## src/rtl/inert_spi_seq_pkg.sv

```systemverilog
`default_nettype none
// ============================================================================
// Package : inert_pkg
// Purpose : Shared types and constants for the inertial-sensor SPI sequencer:
//           FSM state encoding, the SPI command words, and a helper that
//           maps a configuration index to its command word.
// Revision: 1.0 - initial release
// ============================================================================
package inert_pkg;

  typedef enum logic [2:0] {
    PWR_WAIT = 3'd0,
    CFG_WT   = 3'd1,
    IDLE     = 3'd2,
    RDL      = 3'd3,
    RDH      = 3'd4
  } seq_state_t;

  // Configuration writes, issued in index order after power-up
  localparam logic [15:0] CFG0  = 16'h0D02;  // INT on gyro data-ready
  localparam logic [15:0] CFG1  = 16'h1160;  // gyro ODR 416 Hz
  localparam logic [15:0] CFG2  = 16'h1440;  // rounding enable

  // Yaw-rate register reads (read bit set in the top byte)
  localparam logic [15:0] RD_YL = 16'hA600;
  localparam logic [15:0] RD_YH = 16'hA700;

  localparam int CFG_CNT = 3;

  function automatic logic [15:0] cfg_word(input logic [1:0] idx);
    logic [15:0] w;
    case (idx)
      2'd0:    w = CFG0;
      2'd1:    w = CFG1;
      default: w = CFG2;
    endcase
    return w;
  endfunction

endpackage
`default_nettype wire

```

## src/rtl/inert_spi_seq_if.sv

```systemverilog
`default_nettype none
// ============================================================================
// Interface: inert_spi_seq_if
// Purpose  : Bundles the sequencer's link to the SPI monarch (wrt/wt_data out,
//            done/rd_data in) with its result outputs to the heading
//            integrator (yaw_rt/vld) and the init_done status flag.
// Modports : master - the sequencer side
//            slave  - the monarch / consumer side (used by a bench model)
// Revision : 1.0 - initial release
// ============================================================================
interface inert_spi_seq_if;

  logic        wrt;        // one-cycle transaction start pulse
  logic [15:0] wt_data;    // SPI command word
  logic        done;       // transaction complete, level until next wrt
  logic [15:0] rd_data;    // SPI response, low byte is register value
  logic [15:0] yaw_rt;     // signed yaw rate {yawH, yawL}
  logic        vld;        // one-cycle pulse when yaw_rt updates
  logic        init_done;  // sticky configuration-complete flag

  modport master (
    output wrt, wt_data, yaw_rt, vld, init_done,
    input  done, rd_data
  );

  modport slave (
    input  wrt, wt_data, yaw_rt, vld, init_done,
    output done, rd_data
  );

endinterface
`default_nettype wire

```

## src/rtl/inert_spi_seq_int_sync_edge.sv

```systemverilog
`default_nettype none
// ============================================================================
// Module  : int_sync_edge
// Purpose : Three-flop synchroniser for an asynchronous active-high input
//           with a rising-edge detector between the second and third flop.
//           The rise pulse is combinational from the flop outputs and lasts
//           one clk, seen by a downstream register 3 clk after the input rise.
// Ports   : clk      - system clock
//           rst_n    - asynchronous active-low reset (chain clears to 0)
//           async_in - asynchronous input
//           rise     - one-cycle pulse on a synchronised rising edge
// Revision: 1.0 - initial release
// ============================================================================
module int_sync_edge (
  input  wire logic clk,
  input  wire logic rst_n,
  input  wire logic async_in,
  output logic      rise
);

  logic [2:0] r_sync;

  always_ff @(posedge clk or negedge rst_n) begin
    if (!rst_n) begin
      r_sync <= 3'b000;
    end else begin
      r_sync <= {r_sync[1:0], async_in};
    end
  end

  // Flops 1 and 0 are the metastability-settling stages; the edge is taken
  // between the second and third flop.
  assign rise = r_sync[1] & ~r_sync[2];

endmodule
`default_nettype wire

```

## src/rtl/inert_spi_seq.sv

```systemverilog
`default_nettype none
// ============================================================================
// Module  : inert_spi_seq
// Purpose : Command sequencer upstream of the 16-bit SPI monarch. Waits for
//           sensor power-up, issues three configuration writes, then on each
//           data-ready interrupt reads yaw low/high bytes and presents the
//           assembled 16-bit yaw-rate sample with a one-cycle vld pulse.
// Ports   : clk   - system clock
//           rst_n - asynchronous active-low reset
//           INT   - sensor data-ready, asynchronous, active-high
//           bus   - inert_spi_seq_if.master (wrt, wt_data, done, rd_data,
//                   yaw_rt, vld, init_done)
// Params  : PWR_WAIT_W - power-up wait is 2^PWR_WAIT_W clk cycles
// Revision: 1.0 - initial release
// ============================================================================
import inert_pkg::*;

module inert_spi_seq #(
  parameter int PWR_WAIT_W = 16
) (
  input  wire logic         clk,
  input  wire logic         rst_n,
  input  wire logic         INT,
  inert_spi_seq_if.master   bus
);

  logic                  w_int_rise;
  seq_state_t            r_state;
  logic [PWR_WAIT_W-1:0] r_wait_cnt;
  logic [1:0]            r_cfg_idx;
  logic                  r_guard;    // first cycle after an issue: ignore done
  logic                  r_pending;  // INT edge seen while a read was in flight
  logic [7:0]            r_yaw_l;    // low byte held until the high byte lands

  // Upper response byte carries no register data.
  logic w_unused;
  assign w_unused = ^bus.rd_data[15:8];

  int_sync_edge u_int_sync (
    .clk      (clk),
    .rst_n    (rst_n),
    .async_in (INT),
    .rise     (w_int_rise)
  );

  always_ff @(posedge clk or negedge rst_n) begin
    if (!rst_n) begin
      r_state       <= PWR_WAIT;
      r_wait_cnt    <= '0;
      r_cfg_idx     <= 2'd0;
      r_guard       <= 1'b0;
      r_pending     <= 1'b0;
      r_yaw_l       <= 8'h00;
      bus.wrt       <= 1'b0;
      bus.wt_data   <= 16'h0000;
      bus.yaw_rt    <= 16'h0000;
      bus.vld       <= 1'b0;
      bus.init_done <= 1'b0;
    end else begin
      bus.wrt <= 1'b0;
      bus.vld <= 1'b0;

      case (r_state)
        PWR_WAIT: begin
          // Counter stops at all-ones and is held from then on.
          if (&r_wait_cnt) begin
            bus.wrt     <= 1'b1;
            bus.wt_data <= CFG0;
            r_cfg_idx   <= 2'd0;
            r_guard     <= 1'b1;
            r_state     <= CFG_WT;
          end else begin
            r_wait_cnt <= r_wait_cnt + 1'b1;
          end
        end

        CFG_WT: begin
          // INT edges here are deliberately dropped: no pending is recorded.
          if (r_guard) begin
            r_guard <= 1'b0;
          end else if (bus.done) begin
            if (r_cfg_idx == 2'(CFG_CNT - 1)) begin
              bus.init_done <= 1'b1;
              r_state       <= IDLE;
            end else begin
              r_cfg_idx   <= r_cfg_idx + 2'd1;
              bus.wrt     <= 1'b1;
              bus.wt_data <= cfg_word(r_cfg_idx + 2'd1);
              r_guard     <= 1'b1;
            end
          end
        end

        IDLE: begin
          if (w_int_rise || r_pending) begin
            r_pending   <= 1'b0;
            bus.wrt     <= 1'b1;
            bus.wt_data <= RD_YL;
            r_guard     <= 1'b1;
            r_state     <= RDL;
          end
        end

        RDL: begin
          if (w_int_rise) begin
            r_pending <= 1'b1;
          end
          if (r_guard) begin
            r_guard <= 1'b0;
          end else if (bus.done) begin
            r_yaw_l     <= bus.rd_data[7:0];
            bus.wrt     <= 1'b1;
            bus.wt_data <= RD_YH;
            r_guard     <= 1'b1;
            r_state     <= RDH;
          end
        end

        RDH: begin
          // An edge on the completing cycle also lands in pending, so IDLE
          // starts the next read on the following cycle.
          if (w_int_rise) begin
            r_pending <= 1'b1;
          end
          if (r_guard) begin
            r_guard <= 1'b0;
          end else if (bus.done) begin
            bus.yaw_rt <= {bus.rd_data[7:0], r_yaw_l};
            bus.vld    <= 1'b1;
            r_state    <= IDLE;
          end
        end

        default: begin
          r_state <= PWR_WAIT;
        end
      endcase
    end
  end

endmodule
`default_nettype wire
```

## src/flat_wrapper.sv

```systemverilog
// flat-port wrapper written by rule: the top's interface ports become plain ports
module inert_spi_seq_flat 
#(
  parameter int PWR_WAIT_W = 16
)
  (clk, rst_n, INT, bus_wrt, bus_wt_data, bus_yaw_rt, bus_vld, bus_init_done, bus_done, bus_rd_data);
  inert_spi_seq_if bus_i ();
  input  wire logic clk;
  input  wire logic rst_n;
  input  wire logic INT;
  output wire logic [$bits(bus_i.wrt)-1:0] bus_wrt;
  output wire logic [$bits(bus_i.wt_data)-1:0] bus_wt_data;
  output wire logic [$bits(bus_i.yaw_rt)-1:0] bus_yaw_rt;
  output wire logic [$bits(bus_i.vld)-1:0] bus_vld;
  output wire logic [$bits(bus_i.init_done)-1:0] bus_init_done;
  input wire logic [$bits(bus_i.done)-1:0] bus_done;
  input wire logic [$bits(bus_i.rd_data)-1:0] bus_rd_data;
  assign bus_wrt = bus_i.wrt;
  assign bus_wt_data = bus_i.wt_data;
  assign bus_yaw_rt = bus_i.yaw_rt;
  assign bus_vld = bus_i.vld;
  assign bus_init_done = bus_i.init_done;
  assign bus_i.done = bus_done;
  assign bus_i.rd_data = bus_rd_data;
  inert_spi_seq #(.PWR_WAIT_W(PWR_WAIT_W)) u_core (.clk(clk), .rst_n(rst_n), .INT(INT), .bus(bus_i));
endmodule
```

## config.mk

```make
export PLATFORM = sky130hd
export DESIGN_NAME = inert_spi_seq_flat
export DESIGN_NICKNAME = d
export VERILOG_FILES = /design/src/rtl/inert_spi_seq_pkg.sv /design/src/rtl/inert_spi_seq_if.sv /design/src/rtl/inert_spi_seq_int_sync_edge.sv /design/src/rtl/inert_spi_seq.sv /design/src/flat_wrapper.sv
export SDC_FILE = /design/constraint.sdc
export NUM_CORES = 1
export LEC_CHECK = 0
export ABC_CLOCK_PERIOD_IN_PS = 2800
export CAP_MARGIN = 20
export CORE_MARGIN = 1
export CORE_UTILIZATION = 39
export DETAILED_ROUTE_END_ITERATION = 10
export PLACE_DENSITY = 0.64
export SETUP_SLACK_MARGIN = 0.3
export SLEW_MARGIN = 20
export SYNTH_ARGS = -nofsm -noshare
export SYNTH_HDL_FRONTEND = slang
export SYNTH_SLANG_ARGS = --single-unit
```

## constraint.sdc

```tcl
create_clock -name clk -period 2.8 [get_ports clk]
set_input_delay 0.84 -clock clk [delete_from_list [all_inputs] [get_ports clk]]
set_output_delay 0.84 -clock clk [all_outputs]
set_load 0.02 [all_outputs]
```

== Word-level counts from Yosys, hierarchy flattened ==
Index checks and enable logic that the tools add are counted.
Operators by class
  $add $sub $neg: 2
  equality and inequality tests: 17
  reduce and logical (&&, ||, !) cells: 18
  bitwise operators: 4
  mux-type cells: 39
Operators by type and width (number)
  $mux W16: 7
  $pmux W16 S4: 1
  $mux W3: 9
  $pmux W13 S2: 1
  $add A16 B1 Y16 const B: 1
  $reduce_and A16 Y1: 1
  $pmux W3 S5: 1
  $ne A2 B2 Y1 const B: 7
  $mux W1: 12
  $reduce_and A3 Y1: 4
  $reduce_and A9 Y1: 1
  $mux W2: 4
  $ne A2 B1 Y1 const B: 4
  $reduce_and A8 Y1: 1
  $eq A3 B2 Y1 const B: 2
  $pmux W1 S5: 1
  $reduce_and A5 Y1: 1
  $reduce_bool A5 Y1: 1
  $pmux W1 S4: 1
  $pmux W2 S2: 1
  $reduce_and A4 Y1: 1
  $reduce_bool A2 Y1: 2
  $reduce_bool A4 Y1: 1
  $eq A3 B1 Y1 const B: 1
  12 further kinds: 14
Storage, ports and cells
  word-level logic and storage cells: 92
  output and inout bits: 35
  input bits: 20
  bits in registers: 69

== Longest topological paths before layout ==
Gate-level depths: netlist of run 1.
  depth in word-level cells: 7
  mapped depth: 6
  mapped depth without buffers: 6

== By module ==
Synthesis of run 1 repeated with hierarchy kept, for this count alone.
Unflattened totals
  cell total of the unflattened synthesis: 223
  area total of the unflattened synthesis: 2732.6 µm²
Modules (own cells, without submodules)
  inert_spi_seq: sequential area each 1401.3 µm², times used 1, area an instance 2643.8 µm², cells an instance 219
  int_sync_edge: sequential area each 75.1 µm², times used 1, area an instance 88.8 µm², cells an instance 4

== Worst setup path before layout of run 1 ==
Ideal clock, no wire load.
  path type: input -> register
  from: in bus_done
  to: reg u_core.bus.yaw_rt[10]
  cell stages on the path: 4
  path buffers: 1
  data required time: 2672 ps
  slack: 788 ps
  arrival time: 1884 ps
  setup time: 128 ps
  cells stage by stage: nor2b_1 > nand3_1 > buf_2 > mux2_1
Between the ends
  word-level cells in the longest chain between the ends: 1
Ends and longest elaborated chain
  start: declaration: RTL line flat_wrapper.sv:16  | input wire logic [$bits(bus_i.done)-1:0] bus_done;
  $reduce_and A3 Y1 (no source line)
  end signal: assignment: RTL line inert_spi_seq.sv:128  | bus.yaw_rt <= {bus.rd_data[7:0], r_yaw_l};
  end: declaration: RTL line inert_spi_seq_if.sv:22  | output wrt, wt_data, yaw_rt, vld, init_done,
Every way passes these cells.
A chain may end at the register's enable or synchronous reset.

== Final worst setup path of run 1 ==
  from: in bus_done
  to: reg u_core.bus.wt_data[10]
Between the ends
  word-level cells in the longest chain between the ends: 2
  elaborated cells on any way between the ends: 3
  classes of those cells: eq/ne: 2; reduce/logical: 1
Ends and longest elaborated chain
  $ne A2 B2 Y1 (no source line)
  $reduce_and A8 Y1 (no source line) (*)
  end signal: assignment: RTL line inert_spi_seq.sv:88  | bus.wt_data <= cfg_word(r_cfg_idx + 2'd1);
  end: declaration: RTL line inert_spi_seq_if.sv:22
Mark *: on every way between the ends. The rest lies on a longest branch, timed or not.

==> results of run 1 <==
through the flow:
step | power, mW | util, %
floorplan | 2.117 | -
global placement | 2.503 | 48.58
detailed placement | 2.535 | 48.58
CTS | 3.576 | 52.65
global route | 3.755 | 52.65
finish | 3.529 | 52.65
registers in the layout, indices dropped and copies added (netlist names):
register	flops
u_core.bus.init_done	1
u_core.bus.vld	1
u_core.r_guard	1
u_core.r_yaw_l	8
u_core.r_cfg_idx	2
u_core.bus.wrt	1
u_core.bus.yaw_rt	16
u_core.r_wait_cnt	16
u_core.u_int_sync.r_sync	3
u_core.r_state	3
u_core.bus.wt_data	6
u_core.r_pending	1
path summary, 6_finish.rpt:
kind                                                              end  slack, ps                                   from  cells past startpoint
worst max-delay path               u_core.bus.wt_data[10]$_DFFE_PN0P_        610                               bus_done                      5
worst min-delay path            u_core.u_int_sync.r_sync[1]$_DFF_PN0_        350  u_core.u_int_sync.r_sync[0]$_DFF_PN0_                      0
worst max register to register       u_core.r_wait_cnt[1]$_DFFE_PN0P_        680       u_core.r_wait_cnt[0]$_DFFE_PN0P_                      5
worst min register to register  u_core.u_int_sync.r_sync[1]$_DFF_PN0_        350  u_core.u_int_sync.r_sync[0]$_DFF_PN0_                      0
max in group asynchronous               u_core.r_yaw_l[5]$_DFFE_PN0P_       2040                                  rst_n                      2
min in group asynchronous           u_core.r_wait_cnt[14]$_DFFE_PN0P_        500                                  rst_n                      2
power by group:
| group | internal, mW | switching (mW) | total (mW) |
|---|---|---|---|
| clock | 0.679 | 0.341 | 1.02 |
| combinational | 0.597 | 0.576 | 1.17 |
| sequential | 1.12 | 0.216 | 1.34 |
| total | 2.40 | 1.13 | 3.53 |
worst register-to-register path, delay by kind of cell, from the launching register on:
family | cells | cell delay [ps]
fa+ha+maj | 1 | 260
flops | 1 | 390
compound gates | 1 | 230
simple gates | 2 | 780
mux | 1 | 350
cell families (layout without fill, tap and decap cells):
logic type / count (synthesis) / after routing / synth area share, %
other: 1 / 6 / 0.1393
AOI/OAI and AO/OA: 27 / 27 / 7.625
muxes: 33 / 33 / 13.67
DFF: 59 / 59 / 54.86
adders and majority gates: 5 / 5 / 2.325
and+or+nand+nor: 55 / 55 / 11.53
xor gates and xnor gates: 11 / 11 / 3.580
buffers and inverters: 30 / 75 / 6.276
cell usage in the layout (no fill, tap or decap), types with 3 or more instances in the layout:
cell	synthesis	layout
dfrtp_1	59	59
clkdlybuf4s50_1	0	39
mux2_2	17	17
mux2_1	13	13
inv_1	12	12
nand3_1	11	11
xnor2_1	11	11
nor2_1	9	9
nand2_1	9	9
clkbuf_8	0	9
conb_1	1	6
nand4_1	5	5
ha_1	5	5
buf_4	10	5
nor2b_1	4	4
nor3_1	4	4
o21ai_1	4	4
o21ai_0	4	4
bufinv_16	0	4
a31oi_1	3	3
mux2i_1	3	3
layout make-up:
type,count,area [sq um]
multi-input combinational,137,1065
clock inverter,7,140.1
timing repair buffer,47,473.0
tap,77,96.34
sequential,59,1476
clock buffer,9,123.9
inverter,12,45.04
fill,568,3075
layer usage:
layer / wire length (um) / share of wire (%)
met5: 0 / 0
met3: 305 / 6.4
met4: 51 / 1.1
met2: 2262 / 47
met1: 2165 / 45
==> impl_metrics.csv, run 1 <==
group,metric,value,unit
drt,antenna_left,0,
die,die_w,85.07,um
status,status,"completed",
die,start_util,41.44,%
timing,setup_slack,607.6,ps
grt,use_met1,19.56,%
timing,relSlewSlack,52.70,%
timing,hold_viol,0,
pwr,power_density,1032,mW/mm^2
synth,synth_commonest_cells,"dfrtp_1 (59), mux2_2 (17), mux2_1 (13)",
finish,fin_cells,348,
synth,synth-edff-count,0,
timing,timing.final.crit_share,78.30,%
setup_path,worst_setup_path_end_kind,"flop",
grt,grt_util_met2,23.53,%
die,coreArea,0.006495,sq mm
setup_path,cp.required,3020,ps
timing,setup_violations,0,
setup_path,arrival,2410,ps
finish,fin_area,0.003420,sq mm
cts,clock_latency,340,ps
synth,synth-seq-area-share,54.86,%
synth,yosys-top-cells-area,"dfrtp_1 (55%), mux2_2 (7.1%), mux2_1 (5.4%), xnor2_1 (3.6%), buf_4 (2.8%)",
die,dieArea,0.007237,sq mm
finish,finalNetCount,291,
placed_design,dpl.cell_count,332,
drt,num_vias,1795,
finish,area_delta_synth_final,27.06,%
synth,syn_avg_cell_area,12.18,sq um
cts,cts_resized,0,
cts,cts.htree.levels,3,
grt,track_usage,15.32,%
synth,syn-instance-count,221,
grt,met3_usage,6.809,%
grt,grt_pass1_wl,8576,um
synth,async_flop_share,100.0,%
drt,wire_per_inst,13.75,um
synth,synth_most_common_cell,"dfrtp_1",
placed_design,placed_area,0.003156,sq mm
timing,tns,0,ps
setup_path,critPathLaunchType,"input port",
drt,remaining_drc_errors,0,
setup_path,cp_top_family,"compound AO/OA/AOI/OAI gates",
timing,period_needed,2192,ps
setup_path,path_class,"in -> reg",
cts,cts_tree,"done",
placed_design,dp_hpwl,3229,um
die,die_h,85.07,um
grt,grt_max_degree,60,
pwr,p_leak,1.526,nW
cts,numCtsBuffers,9,
placed_design,routabilityCongestion,0.7075,
pwr,peakVddDrop,0.5207,mV
cts,post_cts_buffers,0,
drt,drtPass1Iterations,4,
synth,yosysTopAreaCell,"dfrtp_1",
placed_design,place_ws,248.8,ps
synth,synth-seq-cells,59,
synth,synth_top_area_share,54.86,%
timing,fmax,456.1,MHz
timing,rsz0062_at_grt,"no",
grt,antenna_found_initial,0,
finish,n_antenna_cell,0,
setup_path,worstPathBufferInverterCount,1,
placed_design,io_buffer_count,40,
setup_path,cpMaxStageDelayCell,"a211oi_2",
timing,holdWs,354.7,ps
cts,clk_pin_slew,70,ps
die,row_count,29,
cts,clockBufferDepth,2,
setup_path,worstPathMaxFanout,8,
synth,synth_top_flop_cell,"dfrtp_1",
synth,yosys_warnings,0,
finish,layout-drive-gt1-share,18.45,%
setup_path,path_cells,"clkdlybuf4s50_1 -> nand3b_1 -> nor3_1 -> a211oi_2 -> mux2_1",
grt,grt_overflow,0,
synth,synth.distinct_cells,46,
grt,busiest_layer,"met2",
drt,dr.first_iter.drc_count,151,
setup_path,crit_path_max_incr_delay,580,ps
die,ios,55,
worst_hold_path,holdCritPathClass,"reg -> reg",
cts,hold_buffers,0,
timing,fin_skew,4.677,ps
cts,clock-sinks,59,
drt,routed_wirelength,4784,um
synth,syn_area,0.002691,sq mm
timing,finalMaxSlewViolations,0,
cts,cts_root_buf,"clkbuf_8",
drt,via_per_inst,5.158,
grt,grt_pass1_vias,1839,
job,maxCapViolations,0,
timing,worstMarginPinSlew,708.1,ps
No activity file was read; power rests on OpenSTA's default activity.
==> run 2, diff against run 1 <==
--- a/config.mk
+++ b/config.mk
@@ -5,7 +5,7 @@
 export SDC_FILE = /design/constraint.sdc
 export NUM_CORES = 1
 export LEC_CHECK = 0
-export ABC_CLOCK_PERIOD_IN_PS = 2800
+export ABC_CLOCK_PERIOD_IN_PS = 2100
 export CAP_MARGIN = 20
 export CORE_MARGIN = 1
 export CORE_UTILIZATION = 39
==> constraint.sdc (replaced) <==
create_clock -name clk -period 2.1 [get_ports clk]
set_input_delay 0.63 -clock clk [delete_from_list [all_inputs] [get_ports clk]]
set_output_delay 0.63 -clock clk [all_outputs]
set_load 0.02 [all_outputs]
==> run 2 against run 1 <==
Non-clock buffer count up 25. Combinational power increased by 60%. Wire length increased by 6.9%. Sequential power increased by 31%.
==> impl_metrics.csv, run 2 (synthesized netlist as in run 1, its figures left out) <==
group,metric,value,unit
status,status,"completed",
grt,track_usage,15.83,%
drt,remaining_drc_errors,0,
pwr,power_density,1312,mW/mm^2
die,die_h,85.07,um
timing,worstMarginPinSlew,508.7,ps
finish,finalNetCount,316,
die,die_w,85.07,um
cts,numCtsBuffers,9,
pwr,peakVddDrop,0.6586,mV
die,start_util,41.44,%
drt,top_layer,"met4",
timing,finalMaxSlewViolations,0,
pwr,fin_total_pwr,4.791,mW
die,row_count,29,
job,maxCapViolations,0,
setup_path,path_cells,"nand4_1 -> or4_4 -> o21ai_4 -> mux2_4",
timing,fin_skew,5.149,ps
cts,clock_latency,330,ps
drt,routed_wirelength,5114,um
drt,antenna_left,0,
cts,clock-sinks,59,
setup_path,cp_top_family,"simple AND/OR/NAND/NOR gates",
setup_path,path_class,"reg -> reg",
cts,cts.htree.levels,3,
setup_path,critPathCapture,"u_core.r_wait_cnt[1]$_DFFE_PN0P_",
drt,drtPass1Iterations,4,
grt,grt_pass1_wl,8783,um
timing,setup_slack,234.6,ps
drt,wl_met1,2371,um
setup_path,r2r_end,"u_core.r_wait_cnt[1]$_DFFE_PN0P_",
placed_design,dp_hpwl,3206,um
setup_path,worstPathBufferInverterCount,0,
finish,n_antenna_cell,0,
placed_design,place_ws,-262.5,ps
drt,dr_wl_met3,341,um
timing,relSlewSlack,65.82,%
timing,timing.final.crit_share,88.83,%
drt,via_per_inst,5.056,
timing,setup_violations,0,
setup_path,worstPathMaxFanout,5,
setup_path,critPathLaunch,"u_core.r_wait_cnt[11]$_DFFE_PN0P_",
cts,cts_root_buf,"clkbuf_8",
setup_path,critPathLaunchType,"flop",
die,ios,55,
setup_path,worst_setup_path_end_kind,"flop",
grt,grt_max_degree,60,
finish,nFillCells,558,
finish,layout-drive-gt1-share,29.73,%
timing,fmax,536.1,MHz
die,coreArea,0.006495,sq mm
drt,num_vias,1886,
finish,layout_common_cells,"dfrtp_1 (58), dlygate4sd2_1 (30), buf_4 (27)",
cts,clockBufferDepth,2,
setup_path,r2r_setup_slack,230,ps
drt,wire_per_inst,13.71,um
die,dieArea,0.007237,sq mm
setup_path,crit_cells,4,
placed_design,routabilityCongestion,0.7538,
pwr,p_leak,1.796,nW
setup_path,reg2reg_depth,4,
drt,dr.first_iter.drc_count,89,
setup_path,crit_path_max_incr_delay,650,ps
grt,antenna_found_initial,0,
placed_design,io_buffer_count,40,
worst_hold_path,holdCritPathClass,"in -> async",
setup_path,r2r-start,"u_core.r_wait_cnt[11]$_DFFE_PN0P_",
finish,fin_area,0.003651,sq mm
cts,hold_buffers,0,
grt,grt_pass1_vias,1874,
drt,met2_length,2338,um
timing,rsz0062_at_grt,"yes",
finish,largest_registers,"u_core.bus.yaw_rt: 16 flops, u_core.r_wait_cnt: 16 flops, u_core.r_yaw_l: 8 flops",
placed_design,placed_area,0.003261,sq mm
finish,layout_commonest_cell,"dfrtp_1",
setup_path,arrival,2090,ps
cts,cts_tree,"done",
finish,area_delta_synth_final,35.66,%
setup_path,cp.required,2320,ps
grt,grt_overflow,0,
timing,period_needed,1865,ps
timing,hold_viol,0,
cts,clk_pin_slew,70,ps
setup_path,cpMaxStageDelayCell,"or4_4",
## run 2: changes by cell type in the layout (fill, tap and decap cells not counted), moves of 2 or more
cell | before | now
ha_1 | 5 | 3
buf_6 | 0 | 3
clkbuf_8 | 9 | 11
mux2_4 | 0 | 5
clkdlybuf4s50_1 | 39 | 9
mux2_1 | 13 | 8
nand3_1 | 11 | 9
dlygate4sd2_1 | 0 | 30
bufinv_16 | 4 | 2
buf_4 | 5 | 27
## run 2: how the worst min path moves through the flow
stage / to / slack, ps / cells after the start
floorplan: u_core.bus.init_done$_DFFE_PN0P_ / 330 / 0
finish: u_core.r_wait_cnt[12]$_DFFE_PN0P_ / 290 / 2
detailed placement: u_core.u_int_sync.r_sync[1]$_DFF_PN0_ / 340 / 0
global placement: u_core.u_int_sync.r_sync[1]$_DFF_PN0_ / 340 / 0
CTS: u_core.r_wait_cnt[12]$_DFFE_PN0P_ / 290 / 2
global route: u_core.r_wait_cnt[12]$_DFFE_PN0P_ / 300 / 2
## run 2: repair_timing
item | 4_1_cts | 5_1_grt
pin swaps | 5 | 6
buffers inserted | 7 | 8
gates resized for setup | 38 | 11
setup endpoints to repair | 51 | 29
## run 2: cell type report
cell class,instances,area [sq um],share of cell area (%)
flip-flops and latches,59,1478,40.47
multi-input cells,137,1170,32.04
repair buffers,72,634.4,17.37
clock buffers,12,155.1,4.249
well taps,77,96.34,2.639
clock inverters,4,72.57,1.988
inverters,12,45.04,1.234
## run 2: stage by stage
step	hold WS (ps)	util (%)	cells	TNS, ps
6_report	285.9	56.21	373	0
5_1_grt	295.1	56.21	373	0
4_1_cts	285.6	54.59	365	0
3_5_place_dp	341.6	50.20	342	-2821
3_3_place_gp	338.8	50.20	342	-2830
2_1_floorplan	331.2	-	226	0
## run 2: report_power, final
group          switching (mW)  total, mW  internal [mW]
logic                   0.920       1.87          0.947
clock network           0.440       1.17          0.731
registers               0.255       1.75           1.50
total                    1.62       4.79           3.18
## run 2: per-layer routing
layer	vias up	track usage, %
met5	-	0
met4	0	7.088
met3	6	6.712
met2	58	22.87
met1	914	20.71
li1	908	-
## run 2: worst register-to-register path, delay by kind of cell, from the launching register on
| kind | cells | cell delay [ps] |
|---|---|---|
| flip-flops | 1 | 410 |
| multiplexers | 1 | 310 |
| AO/OA/AOI/OAI | 1 | 180 |
| AND/OR/NAND/NOR | 2 | 860 |
